<file path="src/rtl/scaler_tap_acc.sv">
// Polyphase scaler tap accumulator: sums TAPS signed products per channel, then rounds
// away FRAC fractional bits and saturates each channel to a signed 8-bit output.
module scaler_tap_acc #(
    parameter int unsigned TAPS  = 4,
    parameter int unsigned FRAC  = 7,
    parameter int unsigned ACC_W = 21
) (
    input  logic        clk,
    input  logic        rst_n,
    input  logic        din_en,
    input  logic [15:0] din_ab,
    input  logic [15:0] din_db,
    input  logic        din_sync,
    output logic        dout_en,
    output logic [7:0]  dout_a,
    output logic [7:0]  dout_d,
    output logic [1:0]  dout_sat,
    output logic        drop
);

    localparam int unsigned CntW = $clog2(TAPS);
    localparam int unsigned RndW = ACC_W + 1;

    localparam logic [CntW-1:0]        LastTap = CntW'(TAPS - 1);
    localparam logic signed [RndW-1:0] RndBias = RndW'(1) << (FRAC - 1);
    localparam logic signed [RndW-1:0] MaxV    = RndW'(127);
    localparam logic signed [RndW-1:0] MinV    = ~RndW'(127);

    typedef enum logic [0:0] {
        StIdle,
        StAccum
    } state_e;

    state_e                   state_q,    state_d;
    logic [CntW-1:0]          tap_cnt_q,  tap_cnt_d;
    logic signed [ACC_W-1:0]  acc_a_q,    acc_a_d;
    logic signed [ACC_W-1:0]  acc_d_q,    acc_d_d;
    logic                     drop_q,     drop_d;

    logic                     sum_vld_q,  sum_vld_d;
    logic signed [ACC_W-1:0]  sum_a_q,    sum_a_d;
    logic signed [ACC_W-1:0]  sum_d_q,    sum_d_d;

    logic                     rnd_vld_q;
    logic signed [RndW-1:0]   rnd_a_q,    rnd_a_d;
    logic signed [RndW-1:0]   rnd_d_q,    rnd_d_d;

    logic                     dout_en_q;
    logic [7:0]               dout_a_q,   dout_a_d;
    logic [7:0]               dout_d_q,   dout_d_d;
    logic [1:0]               dout_sat_q, dout_sat_d;

    logic signed [ACC_W-1:0]  ext_a, ext_d;
    logic                     restart;

    assign ext_a = {{(ACC_W - 16){din_ab[15]}}, din_ab};
    assign ext_d = {{(ACC_W - 16){din_db[15]}}, din_db};

    // Sync acts before the coincident sample, so that sample always opens a fresh group.
    assign restart = din_sync || (state_q == StIdle);

    always_comb begin
        state_d   = state_q;
        tap_cnt_d = tap_cnt_q;
        acc_a_d   = acc_a_q;
        acc_d_d   = acc_d_q;
        drop_d    = 1'b0;
        sum_vld_d = 1'b0;
        sum_a_d   = sum_a_q;
        sum_d_d   = sum_d_q;

        if (din_sync) begin
            drop_d    = (state_q == StAccum);
            state_d   = StIdle;
            tap_cnt_d = '0;
            acc_a_d   = '0;
            acc_d_d   = '0;
        end

        if (din_en) begin
            if (restart) begin
                acc_a_d   = ext_a;
                acc_d_d   = ext_d;
                tap_cnt_d = CntW'(1);
                state_d   = StAccum;
            end else if (tap_cnt_q == LastTap) begin
                sum_a_d   = acc_a_q + ext_a;
                sum_d_d   = acc_d_q + ext_d;
                sum_vld_d = 1'b1;
                acc_a_d   = '0;
                acc_d_d   = '0;
                tap_cnt_d = '0;
                state_d   = StIdle;
            end else begin
                acc_a_d   = acc_a_q + ext_a;
                acc_d_d   = acc_d_q + ext_d;
                tap_cnt_d = tap_cnt_q + CntW'(1);
            end
        end
    end

    // One guard bit keeps the rounding bias from wrapping a near-full-scale sum.
    always_comb begin
        logic signed [RndW-1:0] biased_a, biased_d;
        biased_a = $signed({sum_a_q[ACC_W-1], sum_a_q}) + RndBias;
        biased_d = $signed({sum_d_q[ACC_W-1], sum_d_q}) + RndBias;
        rnd_a_d  = rnd_a_q;
        rnd_d_d  = rnd_d_q;
        if (sum_vld_q) begin
            rnd_a_d = biased_a >>> FRAC;
            rnd_d_d = biased_d >>> FRAC;
        end
    end

    always_comb begin
        dout_a_d   = dout_a_q;
        dout_d_d   = dout_d_q;
        dout_sat_d = dout_sat_q;
        if (rnd_vld_q) begin
            if (rnd_a_q > MaxV) begin
                dout_a_d      = 8'h7F;
                dout_sat_d[1] = 1'b1;
            end else if (rnd_a_q < MinV) begin
                dout_a_d      = 8'h80;
                dout_sat_d[1] = 1'b1;
            end else begin
                dout_a_d      = rnd_a_q[7:0];
                dout_sat_d[1] = 1'b0;
            end
            if (rnd_d_q > MaxV) begin
                dout_d_d      = 8'h7F;
                dout_sat_d[0] = 1'b1;
            end else if (rnd_d_q < MinV) begin
                dout_d_d      = 8'h80;
                dout_sat_d[0] = 1'b1;
            end else begin
                dout_d_d      = rnd_d_q[7:0];
                dout_sat_d[0] = 1'b0;
            end
        end
    end

    always_ff @(posedge clk or negedge rst_n) begin
        if (!rst_n) begin
            state_q    <= StIdle;
            tap_cnt_q  <= '0;
            acc_a_q    <= '0;
            acc_d_q    <= '0;
            drop_q     <= 1'b0;
            sum_vld_q  <= 1'b0;
            sum_a_q    <= '0;
            sum_d_q    <= '0;
            rnd_vld_q  <= 1'b0;
            rnd_a_q    <= '0;
            rnd_d_q    <= '0;
            dout_en_q  <= 1'b0;
            dout_a_q   <= '0;
            dout_d_q   <= '0;
            dout_sat_q <= '0;
        end else begin
            state_q    <= state_d;
            tap_cnt_q  <= tap_cnt_d;
            acc_a_q    <= acc_a_d;
            acc_d_q    <= acc_d_d;
            drop_q     <= drop_d;
            sum_vld_q  <= sum_vld_d;
            sum_a_q    <= sum_a_d;
            sum_d_q    <= sum_d_d;
            rnd_vld_q  <= sum_vld_q;
            rnd_a_q    <= rnd_a_d;
            rnd_d_q    <= rnd_d_d;
            dout_en_q  <= rnd_vld_q;
            dout_a_q   <= dout_a_d;
            dout_d_q   <= dout_d_d;
            dout_sat_q <= dout_sat_d;
        end
    end

    assign dout_en  = dout_en_q;
    assign dout_a   = dout_a_q;
    assign dout_d   = dout_d_q;
    assign dout_sat = dout_sat_q;
    assign drop     = drop_q;

endmodule

</file>
<file path="config.mk">
export PLATFORM = sky130hd
export DESIGN_NAME = scaler_tap_acc
export DESIGN_NICKNAME = d
export VERILOG_FILES = /design/src/rtl/scaler_tap_acc.sv
export SDC_FILE = /design/constraint.sdc
export NUM_CORES = 1
export LEC_CHECK = 0
export BUFFER_PORTS_ARGS = -buffer_cell sky130_fd_sc_hd__buf_2
export CORE_MARGIN = 8
export CORE_UTILIZATION = 60
export CTS_CLUSTER_SIZE = 20
export DETAILED_ROUTE_END_ITERATION = 10
export GPL_ROUTABILITY_DRIVEN = 0
export PLACE_DENSITY_LB_ADDON = 0.25
export SETUP_SLACK_MARGIN = 0.4
export SYNTH_ARGS = -nofsm -noshare
export SYNTH_HDL_FRONTEND = slang
export SYNTH_SLANG_ARGS = --single-unit
</file>
<file path="constraint.sdc">
create_clock -name clk -period 5.5 [get_ports clk]
set_clock_uncertainty 0.2 [all_clocks]
set_input_delay 0.275 -clock clk [delete_from_list [all_inputs] [get_ports clk]]
set_output_delay 0.275 -clock clk [all_outputs]
set_load 0.01 [all_outputs]
</file>
* Yosys cells after proc, flatten, opt, wreduce, memory -nomap -nowiden
Index checks and enable logic that the tools add are counted.
Word-level totals: word-level logic and storage cells 57, register bits 139
Cells by class: bitwise operators 2, $add $sub $neg 5, mux-type cells 27, reductions and logical operators 3, order comparisons 4, eq/ne operators 1
Operator list (number):
- 21-bit 2-to-1 mux | 7
- 21-bit by 8-bit adder with 22-bit output (second input constant) | 2
- 21-bit by 16-bit adder with 21-bit output | 2
- 8-bit 2-to-1 mux | 4
- 15-bit by 8-bit greater-than comparator with 1-bit output (second input constant) | 2
- 15-bit by 8-bit < comparator with 1-bit output (second input constant) | 2
- 1-bit 2-to-1 mux | 12
- 2-bit 2-to-1 mux | 4
- 3-bit AND reduction | 1
- 2-bit by 1-bit adder with 2-bit output (second input constant) | 1
- 2-bit equality test (second input constant) | 1
- 1-bit NOT | 2
- 2-bit nonzero test | 1
- 1-bit logical OR | 1

* Depth between registers and ports, before layout
depth after elaboration 4, depth in mapped cells 10

* Worst setup path before layout
Ideal clock, no wire load.
path type register to register, start point reg acc_a_q[0], end point reg sum_a_q[18], cell stages (with the launch flop) 11, required time 5170 ps, setup slack 2864 ps, setup time 130 ps, buffers on the path 0, arrival time 2306 ps, cell sequence dfrtp_1 ha_1 inv_1 fa_1 nor2b_1 o31a_4 o221a_4 a21o_4 a2111oi_4 or3_2 a31oi_1
On the way: cells in the longest elaborated chain, start to end 1
Ends and longest elaborated chain:
- start: declaration | line 36 | logic signed [ACC_W-1:0] acc_a_q, acc_a_d;
- start signal: assignment | line 147 | acc_a_q <= '0;
- start signal: assignment | line 163 | acc_a_q <= acc_a_d;
- 21-bit by 16-bit adder with 21-bit output | line 87 | sum_a_d = acc_a_q + ext_a;
- end signal: assignment | line 167 | sum_a_q <= sum_a_d;
- end: declaration | line 41 | logic signed [ACC_W-1:0] sum_a_q, sum_a_d;
No other way between the ends. A chain may end at the register's enable or synchronous reset.

* Worst setup path after layout
start point in din_sync, end point reg acc_a_q[20]
On the way: cells in the longest elaborated chain, start to end 3
Ends and longest elaborated chain:
- start: declaration | line 13 | input logic din_sync,
- 1-bit logical OR | line 60 | assign restart = din_sync || (state_q == StIdle);
- 21-bit 2-to-1 mux | line 81 | if (restart) begin
- 21-bit 2-to-1 mux | line 80 | if (din_en) begin
Several ways; a longest one is shown, not always the timed one.

==> impl_metrics.py <==
metrics = {
    "status": {
        "outcome": "completed",
    },
    "synthesis": {
        "synth_warnings": 0,
        "synth_top_family_by_area": "compound AO/OA/AOI/OAI gates",
        "synth_compound_area_frac": 0.246,
        "synth_cells": 835,
        "synth_edf_count": 0,
        "yosys.area.top_type": "dfrtp_1",
        "synth_fp_nets": 916,
        "synthMuxAreaShare": 0.0115,
        "yosysTopAreaCellShare": 0.419,
        "synthFlopType": "dfrtp_1",
        "syn_avg_cell_area_sq_um": 9.08,
        "async_flop_share": 1.00,
        "synthXorXnorAreaFrac": 0.0723,
        "yosys.area_share.adder": 0.0762,
        "synth-simple-area-share": 0.142,
        "syn_area_sq_um": 7580,
        "ys_seq_area_frac": 0.419,
        "synthDistinctLibCells": 70,
        "ys_ff_latch": 127,
        "synth_area_leaders": "dfrtp_1 42%, ha_1 7.1%, o21ai_0 5.8%, a21oi_1 4.9%, xnor2_1 4.3%",
    },
    "sta": {
        "setup_tns_ns": 0,
        "whs_ns": 0.0288,
        "slew_viol_final": 0,
        "finalSetupViolCount": 0,
        "max_freq_ghz": 0.308,
        "max_slew_margin": 0.237,
        "period_needed_ns": 3.25,
        "period_share": 0.591,
        "hold_violations": 0,
        "tightest_slew_ns": 1.14,
        "rsz0062_at_grt": "no",
    },
    "route": {
        "routed_wl_um": 18300,
        "dr.pass1.iters": 5,
        "drt-initial-drc-count": 578,
        "drc_errors": 0,
        "ant_nets": 0,
        "wire_per_inst_um": 16.8,
        "via_per_inst": 6.05,
        "vias": 6589,
    },
    "die": {
        "die_height_um": 128,
        "die_area_sq_um": 16500,
        "fp.dieW_um": 128,
        "rows": 41,
        "ios": 56,
        "start_util": 0.608,
        "core-area_sq_um": 12500,
    },
    "clock_network": {
        "clk_root_buffer_cell": "clkbuf_16",
        "cts_setup_buffers": 0,
        "clock_path_buffers": 2,
        "cts_tree": "built",
        "clk_latency_ns": 0.42,
        "cts.repair.resized": 0,
        "clk_pin_slew_ns": 0.05,
        "cts.sinks": 127,
        "cts_buffers": 17,
        "ctsHtreeMaxLevel": 4,
    },
    "layout": {
        "synthToLayoutAreaGrowth_pct": 17.5,
        "layout_common_cells": "127 x dfrtp_1, 88 x o21ai_0, 83 x nand2_1",
        "layout_commonest_cell": "dfrtp_1",
        "drive_above_1_share": 0.124,
        "nNetsFinal": 986,
        "insertedDiodeCount": 0,
    },
    "critical_path": {
        "cp-startpoint": "din_sync",
        "cp_max_fo": 15,
        "timing.rr.end": "acc_a_q[20]$_DFFE_PN0P_",
        "cpPeakStageDelay_ns": 0.90,
        "regToRegSetupSlack_ns": 2.45,
        "required_ns": 5.56,
        "crit_chain": "dlygate4sd3_1 -> buf_2 -> nor2b_1 -> a21oi_1 -> o21ai_0 -> nor2_1 -> a21oi_1 -> o211ai_1",
        "path_class": "input port to flop",
        "end_kind": "flop",
        "crit_top_cell": "a21oi_1",
        "reg2regPathDepth": 8,
        "crit_arrival_ns": 3.31,
        "r2r-start": "acc_a_q[15]$_DFFE_PN0P_",
        "critical_path.slowest_cell": "nor2b_1",
        "critPathLaunchType": "input port",
    },
    "worst_hold_path": {
        "min_delay_path_depth": 3,
        "hp-start": "din_db[7]",
        "holdPathEnd": "acc_d_q[7]$_DFFE_PN0P_",
        "min_path_type": "input port to flop",
    },
    "pwr": {
        "peakVddDrop_v": 0.000225,
        "p_per_area_nw_per_um2": 416,
        "leakage_nw": 4.05,
    },
    "flow_run": {
        "maxCapViolCount": 0,
    },
    "global_route": {
        "grt_overflow_total": 0,
        "grt_antenna_before_repair": 0,
        "grt_pass1_wl_um": 31000,
        "grt_pass1_vias": 6569,
        "grt_usage": 0.233,
        "grt_max_degree": 82,
    },
    "placed_design": {
        "dpl.hpwl_um": 13000,
        "io_buffers": 55,
    },
}
worst max-delay path, delay by kind of cell:
kind	cells	cell delay [ns]
simple gates	2	1.17
compound gates	4	1.11
buf+inv	2	0.75
flip-flops by register name, indices dropped and copies added, names as in the netlist, 2 cells and up:
name and cells:
acc_a_q 21, acc_d_q 21, rnd_a_q 15, rnd_d_q 15
sum_a_q 15, sum_d_q 15, dout_a 8, dout_d 8
dout_sat 2, tap_cnt_q 2
worst max path at each step:
| stage | endpoint | slack [ns] |
|---|---|---|
| 2_1_floorplan | sum_a_q[18]$_DFFE_PN0P_ | 2.86 |
| 3_3_place_gp | acc_d_q[20]$_DFFE_PN0P_ | 2.69 |
| 3_5_place_dp | acc_d_q[20]$_DFFE_PN0P_ | 2.62 |
| 4_1_cts | acc_a_q[20]$_DFFE_PN0P_ | 2.40 |
| 5_1_grt | acc_a_q[20]$_DFFE_PN0P_ | 2.07 |
| 6_report | acc_a_q[20]$_DFFE_PN0P_ | 2.25 |
routing by layer:
metal,vias to the layer above,share of wire,GRT usage
met2,213,0.48,0.386
met5,-,0,0
li1,3165,-,-
met3,53,0.056,0.0488
met1,3158,0.43,0.283
met4,0,0.030,0.120
kinds of logic after synthesis:
group,after synthesis
AND/OR/NAND/NOR,238
flip-flops,127
multiplexers,8
XOR/XNOR,61
adder cells (fa/ha/maj),45
buffers and inverters,67
AO/OA/AOI/OAI,289
where the power goes:
part | switching (mW) | total [mW] | leakage (nW) | internal, mW
clock | 0.400 | 1.27 | 0.321 | 0.874
combinational | 0.621 | 1.08 | 2.09 | 0.463
sequential | 0.187 | 1.35 | 1.64 | 1.17
through the flow:
stage	instances	area (sq um)	setup slack [ns]	util	total power, mW
6_report	1089	8910	2.25	0.715	3.71
5_1_grt	1089	8910	2.07	0.715	3.93
4_1_cts	1089	8910	2.40	0.715	3.72
3_5_place_dp	1032	7990	2.62	0.641	2.41
3_3_place_gp	1032	7990	2.69	0.641	2.36
2_1_floorplan	835	7580	2.86	-	2.10
final cells by class:
cell class	count	area (sq um)
Multi-Input combinational cell	641	4160
Tap cell	172	215
Clock inverter	9	205
Inverter	32	120
Fill cell	955	3550
Timing Repair Buffer	86	576
Clock buffer	22	464
Sequential cell	127	3180
synthesized netlist by cell type (all sizes together), types with 6 or more instances:
master / count
dfrtp: 127
o21ai: 92
nand2: 83
a21oi: 74
nor2: 69
ha: 43
xnor2: 37
clkbuf: 31
inv: 31
nand3: 28
a22oi: 26
xor2: 23
a21o: 19
nor3: 13
o211ai: 13
o22ai: 10
nand4: 8
o21a: 7
and3: 6
mux2: 6
nand2b: 6
timing repair:
| item | 4_1_cts | 5_1_grt |
|---|---|---|
| hold endpoints to repair | 105 | 0 |
| hold buffers | 26 | 0 |
| endpoints found under the setup margin | 0 | 0 |
(Power assumes the default switching activity.)
